File: config.mk
export PLATFORM = sky130hd
export DESIGN_NAME = priority_grant_decoder8
export DESIGN_NICKNAME = d
export VERILOG_FILES = /design/src/rtl/priority_pkg.sv /design/src/rtl/onehot_decode3to8.sv /design/src/rtl/priority_grant_decoder8.sv
export SDC_FILE = /design/constraint.sdc
export NUM_CORES = 1
export LEC_CHECK = 0
export ABC_AREA = 1
export CAP_MARGIN = 20
export CORE_ASPECT_RATIO = 0.5
export CORE_MARGIN = 2
export CORE_UTILIZATION = 50
export CTS_BUF_LIST = sky130_fd_sc_hd__clkbuf_16
export DETAILED_ROUTE_END_ITERATION = 10
export MAX_ROUTING_LAYER = met4
export PLACE_DENSITY_LB_ADDON = 0.08
export REMOVE_ABC_BUFFERS = 1
export SLEW_MARGIN = 20
export SYNTH_ARGS = -nofsm -noshare
export SYNTH_HDL_FRONTEND = slang
export SYNTH_SLANG_ARGS = --single-unit
File: constraint.sdc
create_clock -name clk -period 1.9 [get_ports clk]
set_input_delay 0.57 -clock clk [delete_from_list [all_inputs] [get_ports clk]]
set_output_delay 0.57 -clock clk [all_outputs]
set_load 0.02 [all_outputs]
File: src/rtl/priority_pkg.sv
// priority_pkg
//   Constants and state encoding shared by the 8-line priority encoder and
//   its consumer, priority_grant_decoder8.
package priority_pkg;
    localparam int CODE_W  = 3;
    localparam int N_LINES = 8;

    typedef enum logic [1:0] {
        IDLE  = 2'd0,
        GRANT = 2'd1,
        HOLD  = 2'd2
    } state_t;
endpackage

File: src/rtl/onehot_decode3to8.sv
// onehot_decode3to8
//   Combinational binary-to-one-hot decoder with enable.
//   en      in   1        drive a one-hot output when high, zero otherwise
//   code    in   CODE_W   binary line index
//   onehot  out  N_LINES  bit[code] set when en=1
module onehot_decode3to8
    import priority_pkg::*;
(
    input  logic              en,
    input  logic [CODE_W-1:0] code,
    output logic [N_LINES-1:0] onehot
);
    always_comb begin
        onehot = '0;
        if (en) onehot = N_LINES'(1) << code;
    end
endmodule

File: src/rtl/priority_grant_decoder8.sv
// priority_grant_decoder8
//   Consumer side of the 8-line priority encoder link. Takes {code, valid}
//   through a ready handshake, drives a registered one-hot grant until the
//   agent reports done or the hold limit expires, then idles HOLDOFF cycles
//   so the encoder inputs settle before the next accept.
//   clk           in   1      rising-edge clock
//   rst_n         in   1      synchronous active-low reset
//   code          in   3      encoded request index (sampled only on accept)
//   valid         in   1      encoder has a request
//   ready         out  1      decoder accepts this cycle (IDLE)
//   req_done      in   1      granted agent finished (GRANT only)
//   grant         out  8      one-hot grant
//   grant_code    out  3      index of current/last grant
//   busy          out  1      GRANT or HOLD
//   timeout       out  1      one-cycle pulse on forced release
//   grants_total  out  CNT_W  accepted-request count, wrapping
module priority_grant_decoder8
    import priority_pkg::*;
#(
    parameter int GRANT_MAX = 16,
    parameter int HOLDOFF   = 2,
    parameter int CNT_W     = 16
) (
    input  logic               clk,
    input  logic               rst_n,
    input  logic [CODE_W-1:0]  code,
    input  logic               valid,
    output logic               ready,
    input  logic               req_done,
    output logic [N_LINES-1:0] grant,
    output logic [CODE_W-1:0]  grant_code,
    output logic               busy,
    output logic               timeout,
    output logic [CNT_W-1:0]   grants_total
);
    // One counter serves both the grant hold and the holdoff, so it is
    // sized for whichever limit is larger.
    localparam int CMAX = (GRANT_MAX > HOLDOFF) ? GRANT_MAX : HOLDOFF;
    localparam int HC_W = $clog2(CMAX + 1);
    localparam logic [HC_W-1:0] GRANT_LAST = HC_W'(GRANT_MAX - 1);
    localparam logic [HC_W-1:0] HOLD_LAST  = (HOLDOFF > 0) ? HC_W'(HOLDOFF - 1) : '0;

    state_t             state_q, state_n;
    logic [HC_W-1:0]    cnt_q, cnt_n;
    logic [CODE_W-1:0]  code_n;
    logic [N_LINES-1:0] grant_n;
    logic [CNT_W-1:0]   total_n;
    logic               to_n;
    logic               grant_en;

    always_comb begin
        state_n = state_q;
        cnt_n   = cnt_q;
        code_n  = grant_code;
        total_n = grants_total;
        to_n    = 1'b0;
        case (state_q)
            IDLE: begin
                // code is only looked at here, so X on code while valid=0 is harmless
                if (valid && ready) begin
                    state_n = GRANT;
                    cnt_n   = '0;
                    code_n  = code;
                    total_n = grants_total + 1'b1;
                end
            end
            GRANT: begin
                // done takes priority over expiry: no timeout pulse if both
                if (req_done || cnt_q == GRANT_LAST) begin
                    to_n    = !req_done;
                    cnt_n   = '0;
                    state_n = (HOLDOFF == 0) ? IDLE : HOLD;
                end else begin
                    cnt_n = cnt_q + 1'b1;
                end
            end
            HOLD: begin
                if (cnt_q == HOLD_LAST) begin
                    state_n = IDLE;
                    cnt_n   = '0;
                end else begin
                    cnt_n = cnt_q + 1'b1;
                end
            end
            default: begin
                state_n = IDLE;
                cnt_n   = '0;
            end
        endcase
    end

    // Decode from the next-state values so the registered grant lines up
    // with the registered state (one cycle accept->grant).
    assign grant_en = (state_n == GRANT);

    onehot_decode3to8 u_dec (
        .en     (grant_en),
        .code   (code_n),
        .onehot (grant_n)
    );

    always_ff @(posedge clk) begin
        if (!rst_n) begin
            state_q      <= IDLE;
            cnt_q        <= '0;
            grant        <= '0;
            grant_code   <= '0;
            busy         <= 1'b0;
            timeout      <= 1'b0;
            grants_total <= '0;
            ready        <= 1'b0;
        end else begin
            state_q      <= state_n;
            cnt_q        <= cnt_n;
            grant        <= grant_n;
            grant_code   <= code_n;
            busy         <= (state_n != IDLE);
            timeout      <= to_n;
            grants_total <= total_n;
            ready        <= (state_n == IDLE);
        end
    end
endmodule

== Word level (Yosys, flattened, before mapping) ==
Index checks and enable logic that the tools add are counted.

* Flip-flop bits (word level): 37
* Latch bits: 0
* Memory bits (writable): 0
* ROM bits: 0
* Bits of input ports: 7
* Output and inout bits: 30
* Word-level logic and storage cells: 36
* Memories: 0

* Add/subtract/negate cells: 2
* $mul: 0
* Divide/modulo/power cells: 0
* $lt $le $gt $ge: 0
* Equal/unequal tests: 6
* Shifts and indexed selects: 1
* Muxes and demuxes: 10
* Bitwise operators: 0
* Reduce and logical (&&, ||, !) cells: 9

{| class="wikitable"
|+ Operators by type and width
! kind !! number
|-
| adder 16 x 1 -> 16 bit, second input constant || 1
|-
| two-way mux 5 bit || 3
|-
| one-hot mux 5 bit (3 select lines) || 1
|-
| << shifter 1 x 3 -> 8 bit, first input constant || 1
|-
| two-way mux 2 bit || 3
|-
| two-way mux 3 bit || 2
|-
| one-hot mux 2 bit (3 select lines) || 1
|-
| adder 5 x 1 -> 5 bit, second input constant || 1
|-
| equality test 5 x 1 -> 1 bit, second input constant || 1
|-
| equality test 5 x 4 -> 1 bit, second input constant || 1
|-
| equality test 2 x 1 -> 1 bit, second input constant || 2
|-
| zero test 2 bit || 2
|-
| AND reduction 2 bit || 2
|-
| AND reduction 3 bit || 1
|-
| equality test 2 bit, second input constant || 1
|-
| inequality test 2 bit, second input constant || 1
|-
| nonzero test 2 bit || 1
|-
| logical AND 1 bit || 1
|-
| zero test 1 bit || 1
|-
| logical OR 1 bit || 1
|}

== Logic depth before layout (Yosys ltp) ==
Gate-level depths: netlist of run 1.

* Word-level depth: 6
* Mapped depth: 11
* Gate-level depth less buffers: 11

== Hierarchy ==
A second synthesis of run 1 with hierarchy kept.

* Cell total of the unflattened synthesis: 263
* Area total of the unflattened synthesis: 1,830.5 µm²

{| class="wikitable"
|+ By module, submodules not included
! module !! times used !! cells each !! area each (µm²) !! seq. area each (µm²)
|-
| priority_grant_decoder8 || 1 || 246 || 1,766.7 || 740.7
|-
| onehot_decode3to8 || 1 || 17 || 63.8 || 0.0
|}

== Least setup slack after synthesis of run 1 ==
OpenSTA, ideal clock, no wires.

* Path type: flip-flop to flip-flop
* From: register cnt_q[0]
* To: register grant[0]
* Library setup time: 0.065 ns
* Arrival: 1.480 ns
* Data required time: 1.835 ns
* Path slack: 0.355 ns
* Stages on the path, launching flop included: 10
* Buffers on the path: 0
* Clock period less this slack: 1.545 ns
* Cells stage by stage: dfxtp_1 > ha_1 > nand2_1 > nor2_1 > ha_1 > o21ai_0 > a21oi_1 > a21oi_1 > nand3_2 > nor2_1

* Word-level cells in the longest chain between the ends: 6
* Elaborated cells between the ends (all ways): 8
* Those cells by class: eq/ne (3); mux (3); reduce/logical (2)

{| class="wikitable"
|+ RTL lines
! item !! line !! text
|-
| start: declaration || priority_grant_decoder8.sv:44 || <nowiki>logic [HC_W-1:0] cnt_q, cnt_n;</nowiki>
|-
| start signal: assignment || priority_grant_decoder8.sv:114 || <nowiki>cnt_q <= cnt_n;</nowiki>
|-
| equality test 5 x 4 -> 1 bit || priority_grant_decoder8.sv:69 || <nowiki>if (req_done || cnt_q == GRANT_LAST) begin</nowiki>
|-
| logical OR 1 bit || priority_grant_decoder8.sv:69 ||
|-
| two-way mux 2 bit || priority_grant_decoder8.sv:69 ||
|-
| one-hot mux 2 bit (3 select lines) * || priority_grant_decoder8.sv:57 || <nowiki>case (state_q)</nowiki>
|-
| equality test 2 x 1 -> 1 bit * || priority_grant_decoder8.sv:94 || <nowiki>assign grant_en = (state_n == GRANT);</nowiki>
|-
| AND reduction 2 bit (no line) * || - ||
|-
| end signal: assignment || priority_grant_decoder8.sv:115 || <nowiki>grant <= grant_n;</nowiki>
|-
| end: declaration || priority_grant_decoder8.sv:30 || <nowiki>output logic [N_LINES-1:0] grant,</nowiki>
|}

Mark *: on every way between the ends. The rest lies on a longest branch, timed or not.
A chain may end at the register's enable or synchronous reset.

== Final worst setup path of run 1 ==
* From: register grants_total[1]
* To: output port grants_total[1]

{| class="wikitable"
|+ RTL lines
! item !! line !! text
|-
| start: declaration || priority_grant_decoder8.sv:34 || <nowiki>output logic [CNT_W-1:0] grants_total</nowiki>
|-
| start signal: assignment || priority_grant_decoder8.sv:119 || <nowiki>grants_total <= total_n;</nowiki>
|}

No word-level cell between the ends.

==> summary.txt, run 1 <==
Logic synthesis
  • Post-Syn Area: 0.00174 mm2
  • Synth Warn #: 0
  • Share of synthesized area occupied by flip-flops and latches: 42.6%
  • Cell accounting for the most synthesized area: dfxtp_1
  • Top area cells in the synthesized netlist: dfxtp_1 (43%), nor2_1 (8.0%), nand2_1 (7.8%)
  • Number of distinct library cells after synthesis: 32
  • Cell count after synthesis: ~220
  • Flop and latch count out of synthesis: 37
  • Post-synthesis average cell area: 7.76 um2
  • Proportion of netlist area held by the largest area contributor: 42.6%

Worst setup path
  • Reg-to-Reg Start: cnt_q[1]
  • CP delay by family, top: buffers and inverters
  • Maximum fanout encountered on the critical timing path: 4
  • Buffering stage count on the worst path with inverters included: 1
  • Critical path data arrival time: about 1.3 ns
  • Crit path largest cell delay: about 0.62 ns
  • Critical path's slowest cell: clkdlybuf4s50_1
  • Required time reported for the critical path endpoint: 1.33 ns
  • Crit path launch: grants_total[1]
  • Critical Path Sink Type: output port
  • Cells traversed along the worst timing path: clkdlybuf4s50_1
  • Launching element type of the critical path: flip-flop
  • Class of the most critical setup path: reg -> out

CTS
  • TritonCTS clock tree: built
  • Total number of H-tree levels: 2
  • Clock network latency to the later pin of the worst-skew pair: 0.28 ns
  • Hold buffer count at cts: 0
  • Clock buffers created by TritonCTS: 5
  • Clock sink count: 37
  • Root buf cell: clkbuf_16
  • Max clock buf depth: 2
  • Clock Pin Slew Worst Setup and Hold Paths: 0.06 ns

Power and ir drop
  • Worst vdd ir: 0.481 mV
  • Leakage power total: 1.13 nW
  • Relative contribution of combinational cells to total power: approximately 20%
  • Flop pwr share: 40.8%
  • Total power density per cell area: 852 mW/mm2
  • Cell Int Power: 0.00146 W
  • Net switching power figure: about 0.00058 W
  • Fraction of power consumed by the clock network: 39.1%
  • Fraction of power spent switching nets: 28.3%

Run status
  • Run status: complete, no violations

Placement
  • Total of buffers placed on input and output ports: 36
  • RePlAce Congestion: 0.906
  • Detailed placement HPWL: 2770 um
  • Placed instance count: 312

Worst hold path
  • Worst Hold Class: reg -> reg
  • Worst Hold Launch: grants_total[6]

Global routing
  • Wire length of the first global-routing pass: 6170 um
  • Number of global-route vias before repair: roughly 1.4k
  • Largest net degree at the start of global routing: 15
  • Combined global-route utilization of all metal layers: about 21%
  • Initial antenna violation count: 0
  • GRT overflow: 0

Layout
  • Post-synthesis to final-layout area growth: 37.8%
  • Number of antenna repair diodes: 0
  • Final nets: 292
  • Filler-free cell count of the finished design: 320
  • Share of final-layout standard cells stronger than drive strength 1: 15.8%
  • Most frequent cells in the layout: nor2_1 (37), dfxtp_1 (37), nand2_1 (36)

Flow run
  • Maxcap violations: 0

Drt
  • DR pass1 iterations: 4
  • DRC Markers: 0
  • Ratio of routed vias to standard cells: just under 5
  • Total vias in the final route: about 1.6k
  • Wire length reported by the detailed router: 3650 um
  • Post-detailed-route wirelength per cell: between 10 and 15 um
  • Antenna violation net count after detailed routing: 0
  • Iteration-0 DRC Markers: 26

Timing
  • F_max: 0.540 GHz
  • Total negative slack for setup checks: 0 ns
  • Max-slew headroom at the worst pin: 74.3%
  • Unrepaired setup endpoints after global routing: false
  • Period minus WS final: 1.85 ns
  • Number of max-slew violations in the final report: 0
  • Final setup viols: 0
  • Slew @ Worst Pin: between 0.3 and 0.4 ns
  • Period Utilization, post-route: 97.4%
  • Hold violation count in the final report: 0
  • Clock tree skew after final layout: 0.00489 ns

Die
  • Initial standard-cell utilization of the core: 51.4%
  • Standard cell core area: 0.00338 mm2
  • Die outline width: 87.4 um
  • Placement row count: 15
  • Ports: 37
  • Die outline area: 0.00399 mm2
  • Die Span Y: about 46 um
final cells by class:
class | instances | area [um2]
repair buffers | 48 | 465
well taps | 42 | 52.6
multi-input cells | 149 | 852
clock buffers | 5 | 125
fillers | 294 | 983
flip-flops and latches | 37 | 741
inverters | 36 | 141
clock inverters | 3 | 17.5
what timing repair did:
action                                 4_1_cts  5_1_grt
endpoints found under the hold margin        0        0
gates resized for setup                      0        7
setup endpoints to repair                    0       10
buffers inserted                             0        0
metrics by stage:
| step | total power (W) | hold slack, ns | instance area (um2) | utilization (%) | setup slack [ns] |
|---|---|---|---|---|---|
| 2_1_floorplan | 0.00109 | 0.458 | 1730 | - | 0.354 |
| 4_1_cts | 0.00206 | 0.485 | 2380 | 70.3 | 0.00412 |
| 6_report | 0.00204 | 0.480 | 2390 | 70.9 | 0.0498 |
| 5_1_grt | 0.00214 | 0.507 | 2390 | 70.9 | 0.00193 |
| 3_3_place_gp | 0.00125 | 0.448 | 2230 | 66.1 | -0.131 |
| 3_5_place_dp | 0.00126 | 0.476 | 2230 | 66.1 | -0.160 |
power groups by stage:
stage / clock [W] / sequential (W) / combinational (W)
final: 0.000799 / 0.000832 / 0.000410
after global routing: 0.000854 / 0.000836 / 0.000454
after CTS: 0.000817 / 0.000833 / 0.000408
after detailed placement: 0 / 0.000850 / 0.000406
after global placement: 0 / 0.000848 / 0.000397
after floorplan: 0 / 0.000885 / 0.000207
sequential cells by signal, summed over array words and instances, names as in the netlist:
| register | count |
|---|---|
| timeout | 1 |
| state_q | 2 |
| busy | 1 |
| cnt_q | 5 |
| grants_total | 16 |
| ready | 1 |
| grant_code | 3 |
| grant | 8 |
Yosys cell counts (all sizes together):
cell / n
ha: 8
clkinv: 2
or2: 3
dfxtp: 37
nor2: 41
buf: 1
o21ai: 14
nand4: 5
o21a: 3
xor2: 1
nor3: 9
a21oi: 17
inv: 34
clkbuf: 1
nand2: 41
nand3: 7
path summary, 6_finish.rpt:
check | cells after the start | to | slack [ns]
max | 1 | grants_total[1] | 0.05
min | 2 | grants_total[6] | 0.48
max reg2reg | 9 | ready | 0.16
min reg2reg | 2 | grants_total[6] | 0.48
cells by family after synthesis:
group                      share of synthesized area, %
xor gates and xnor gates                          0.504
and+or+nand+nor                                    31.5
AOI/OAI and AO/OA                                  11.1
adders and majority gates                          5.76
DFF                                                42.6
buffers and inverters                              8.57
per-layer routing:
layer / vias up / wire length, um / track usage [%]
met5: - / 0 / -
li1: 813 / - / -
met4: 0 / 53 / 8.31
met1: 698 / 1760 / 26.7
met3: 8 / 175 / 5.43
met2: 41 / 1660 / 34.1
Power figures use the tool's default switching activity.
==> run 2: changes to the inputs <==
--- a/config.mk
+++ b/config.mk
@@ -9,7 +9,7 @@
 export CAP_MARGIN = 20
 export CORE_ASPECT_RATIO = 0.5
 export CORE_MARGIN = 2
-export CORE_UTILIZATION = 50
+export CORE_UTILIZATION = 51
 export CTS_BUF_LIST = sky130_fd_sc_hd__clkbuf_16
 export DETAILED_ROUTE_END_ITERATION = 10
 export MAX_ROUTING_LAYER = met4
@@ -18,4 +18,5 @@
 export SLEW_MARGIN = 20
 export SYNTH_ARGS = -nofsm -noshare
 export SYNTH_HDL_FRONTEND = slang
+export SYNTH_HIERARCHICAL = 1
 export SYNTH_SLANG_ARGS = --single-unit
==> summary.txt, run 2 <==
Worst setup path
  • Worst reg2reg setup slack: 0.06 ns (-0.10 ns)
  • Critical path data arrival time: 1.30 ns (+0.02 ns)
  • Class of the most critical setup path: reg -> out
  • Reg2Reg Capture Point: cnt_q[1]
  • Reg2Reg Depth: 13 (+4)
  • Buffering stage count on the worst path with inverters included: 1 (unchanged)
  • CP delay by family, top: buffers and inverters
  • Critical path's slowest cell: clkdlybuf4s50_1
  • Cells traversed along the worst timing path: clkdlybuf4s50_1
  • Launching element type of the critical path: flip-flop
  • Worst setup path endpoint: ready
  • Critical path depth in cells: 1 (unchanged)
  • Maximum fanout encountered on the critical timing path: 4 (unchanged)
  • Critical Path Sink Type: output port
  • Reg-to-Reg Start: cnt_q[0]
  • Crit path launch: ready
  • Crit path largest cell delay: 0.63 ns (about the same)
  • Required time reported for the critical path endpoint: 1.33 ns (about the same)

Layout
  • Share of final-layout standard cells stronger than drive strength 1: 18.8% (+2.9 points)
  • Top flop regs: grants_total: 16 flops, grant: 8 flops, cnt_q: 5 flops
  • Register ranked first by flip-flop count: grants_total
  • Most frequent cells in the layout: nand2_1 (53), inv_1 (51), dfxtp_1 (35)
  • Number of antenna repair diodes: 0 (unchanged)
  • Most frequent standard cell in the layout excluding fill and tap cells: nand2_1
  • Final nets: 339 (+16%)
  • Final Core Density: 77.7% (+6.9 points)
  • Filler-free cell count of the finished design: 376 (+18%)
  • Post-synthesis to final-layout area growth: 45.9%
  • Number of flip-flops under the largest register name: 16 (unchanged)
  • Total of fill cells in the finished design: 263 (-11%)

CTS
  • Clock Pin Slew Worst Setup and Hold Paths: 0.05 ns (about the same)
  • Hold buffer count at cts: 0 (unchanged)
  • TritonCTS clock tree: built
  • Root buf cell: clkbuf_16
  • Total number of H-tree levels: 2 (unchanged)
  • Clock sink count: 37 (unchanged)
  • Clock buffers created by TritonCTS: 5 (unchanged)
  • Max clock buf depth: 2 (unchanged)
  • Clock network latency to the later pin of the worst-skew pair: 0.28 ns (about the same)

Logic synthesis
  • Compound-Gate Fraction of Synth Area: 10.4% (-0.70 points)
  • Share of synthesized area occupied by flip-flops and latches: 40.5% (-2.2 points)
  • Synth Warn #: 6 (+6)
  • Dominant combinational cell family by area after synthesis: simple AND/OR/NAND/NOR gates
  • Synth Area in Adders: 5.47% (-0.29 points)
  • Share of async-settable or async-resettable flops after synthesis: 0% (unchanged)
  • Main synth FF type: dfxtp_1
  • Proportion of netlist area held by the largest area contributor: 40.5% (-2.2 points)
  • Top area cells in the synthesized netlist: dfxtp_1 (40%), nand2_1 (12%), inv_1 (10%)
  • Number of distinct library cells after synthesis: 26 (-19%)
  • Cell count after synthesis: 263 (+17%)
  • Xor and xnor area share after synthesis: 0.957% (+0.45 points)
  • Simple-gate area share of the yosys netlist: 31.0% (-0.43 points)
  • Post-synthesis average cell area: 6.96 um2 (-10%)
  • Cell accounting for the most synthesized area: dfxtp_1
  • Flop and latch count out of synthesis: 37 (unchanged)
  • Number of flops mapped to enable cells by yosys: 0 (unchanged)
  • Leading cell type by number of instances after synthesis: nand2_1
  • Share of cell area taken by muxes after synthesis: 0% (unchanged)
  • Leading cell types by count after synthesis: nand2_1 (58), inv_1 (51), dfxtp_1 (37)
  • Post-Syn Area: 0.00183 mm2 (+5.3%)

Power and ir drop
  • Net switching power figure: 0.000592 W (+2.6%)
  • Fraction of power consumed by the clock network: 40.9% (+1.8 points)
  • Total power density per cell area: 831 mW/mm2 (-2.5%)
  • Fraction of power spent switching nets: 26.7% (-1.6 points)
  • Relative contribution of combinational cells to total power: 21.5% (+1.4 points)
  • Worst vdd ir: 0.517 mV (+7.6%)
  • Leakage power total: 1.29 nW (+14%)
  • Flop pwr share: 37.5% (-3.3 points)
  • Cell Int Power: 0.00163 W (+11%)

Drt
  • Wire length reported by the detailed router: 4370 um (+20%)
  • DR pass1 iterations: 4 (unchanged)
  • DRC Markers: 0 (unchanged)
  • Ratio of routed vias to standard cells: 4.85 (-0.44%)
  • Antenna violation net count after detailed routing: 0 (unchanged)
  • Total vias in the final route: 1825 (+17%)
  • Post-detailed-route wirelength per cell: 11.6 um (+1.9%)
  • Iteration-0 DRC Markers: 66 (+150%)

Placement
  • Placed instance count: 362 (+16%)
  • Pre-CTS setup slack: -0.221 ns (-0.0604 ns)
  • RePlAce Congestion: 0.814 (-10%)
  • Detailed placement HPWL: 3010 um (+8.7%)
  • Total of buffers placed on input and output ports: 36 (unchanged)

Die
  • Standard cell core area: 0.00343 mm2 (+1.7%)
  • Die Span Y: 46.4 um (+1.5%)
  • Die outline area: 0.00411 mm2 (+3.0%)
  • Ports: 37 (unchanged)
  • Die outline width: 88.7 um (+1.5%)
  • Initial standard-cell utilization of the core: 53.3% (+1.9 points)
  • Placement row count: 15 (unchanged)

Timing
  • Slew @ Worst Pin: 0.262 ns (-0.122 ns)
  • Period Utilization, post-route: 98.4% (+1.1 points)
  • Hold violation count in the final report: 0 (unchanged)
  • Post-route worst hold slack: 0.468 ns (-0.0122 ns)
  • F_max: 0.535 GHz (-1.1%)
  • Number of max-slew violations in the final report: 0 (unchanged)
  • Max-slew headroom at the worst pin: 82.5% (+8.2 points)
  • Final setup viols: 0 (unchanged)
  • Period minus WS final: 1.87 ns (+0.0201 ns)
  • Crit path setup slack, layout: 0.0296 ns (-0.0201 ns)
  • Clock tree skew after final layout: 0.00482 ns (-0.0000655 ns)
  • Unrepaired setup endpoints after global routing: true

Global routing
  • Wire length of the first global-routing pass: 6730 um (+9.2%)
  • Number of global-route vias before repair: 1649 (+20%)
  • GRT overflow: 0 (unchanged)
  • Largest net degree at the start of global routing: 21 (+6)
  • Initial antenna violation count: 0 (unchanged)
  • Combined global-route utilization of all metal layers: 22.1% (+0.65 points)

Worst hold path
  • Worst Hold Class: reg -> reg

Flow run
  • Maxcap violations: 0 (unchanged)

Run status
  • Run status: complete, no violations
## run 2: cell types whose count changed after synthesis, moves of 5 or more
cell,delta
o21ai_1,-7
nor2_1,-5
nand3_1,+10
nand2_1,+22
inv_1,+19
nor3_1,-5
## run 2: per-stage QoR
stage,TNS [ns],power (W),area (um2)
6_report,0,0.00222,2670
5_1_grt,-0.412,0.00231,2670
4_1_cts,0,0.00219,2580
3_5_place_dp,-2.66,0.00127,2370
3_3_place_gp,-2.01,0.00126,2370
2_1_floorplan,0,0.00109,1810
## run 2: power by group through the flow
stage,Clock [W],Combinational [W],Sequential [W]
after floorplan,0,0.000202,0.000883
after global placement,0,0.000409,0.000848
after detailed placement,0,0.000417,0.000850
after CTS,0.000919,0.000440,0.000833
after global routing,0.000952,0.000523,0.000838
final,0.000908,0.000478,0.000833
## run 2: worst min-delay path by stage
stage,startpoint,end,slack (ns),cells after the start
2_1_floorplan,cnt_q[4],cnt_q[4],0.44,2
3_3_place_gp,cnt_q[4],cnt_q[4],0.45,2
3_5_place_dp,cnt_q[4],cnt_q[4],0.46,2
4_1_cts,cnt_q[4],cnt_q[4],0.47,2
5_1_grt,cnt_q[4],cnt_q[4],0.50,2
6_report,cnt_q[4],cnt_q[4],0.47,2
## run 2: metal layers
metal	routed length (um)	GRT usage, %	vias to the layer above
li1	-	-	941
met1	1920	24.2	839
met2	2190	39.3	35
met3	189	6.81	10
met4	66	6.97	0
met5	0	-	-
## run 2: layout make-up
class | instances | area [um2] | share of cell area, %
clock buffers | 5 | 125 | 4.69
clock inverters | 3 | 37.5 | 1.41
inverters | 52 | 195 | 7.31
multi-input cells | 170 | 957 | 35.8
flip-flops and latches | 37 | 743 | 27.8
well taps | 51 | 63.8 | 2.39
repair buffers | 58 | 548 | 20.5
## run 2: timing repair
| item | 4_1_cts | 5_1_grt |
|---|---|---|
| buffers inserted | 4 | 2 |
| pin swaps | 5 | 8 |
| gates resized for setup | 9 | 24 |
| setup endpoints to repair | 10 | 17 |
## run 2: kinds of logic (layout without fill, tap and decap cells)
logic type / count (synthesis) / after routing
XOR/XNOR: 2 / 2
AO/OA/AOI/OAI: 35 / 35
AND/OR/NAND/NOR: 125 / 125
flip-flops: 37 / 37
buffers and inverters: 56 / 118
adder cells (fa/ha/maj): 8 / 8
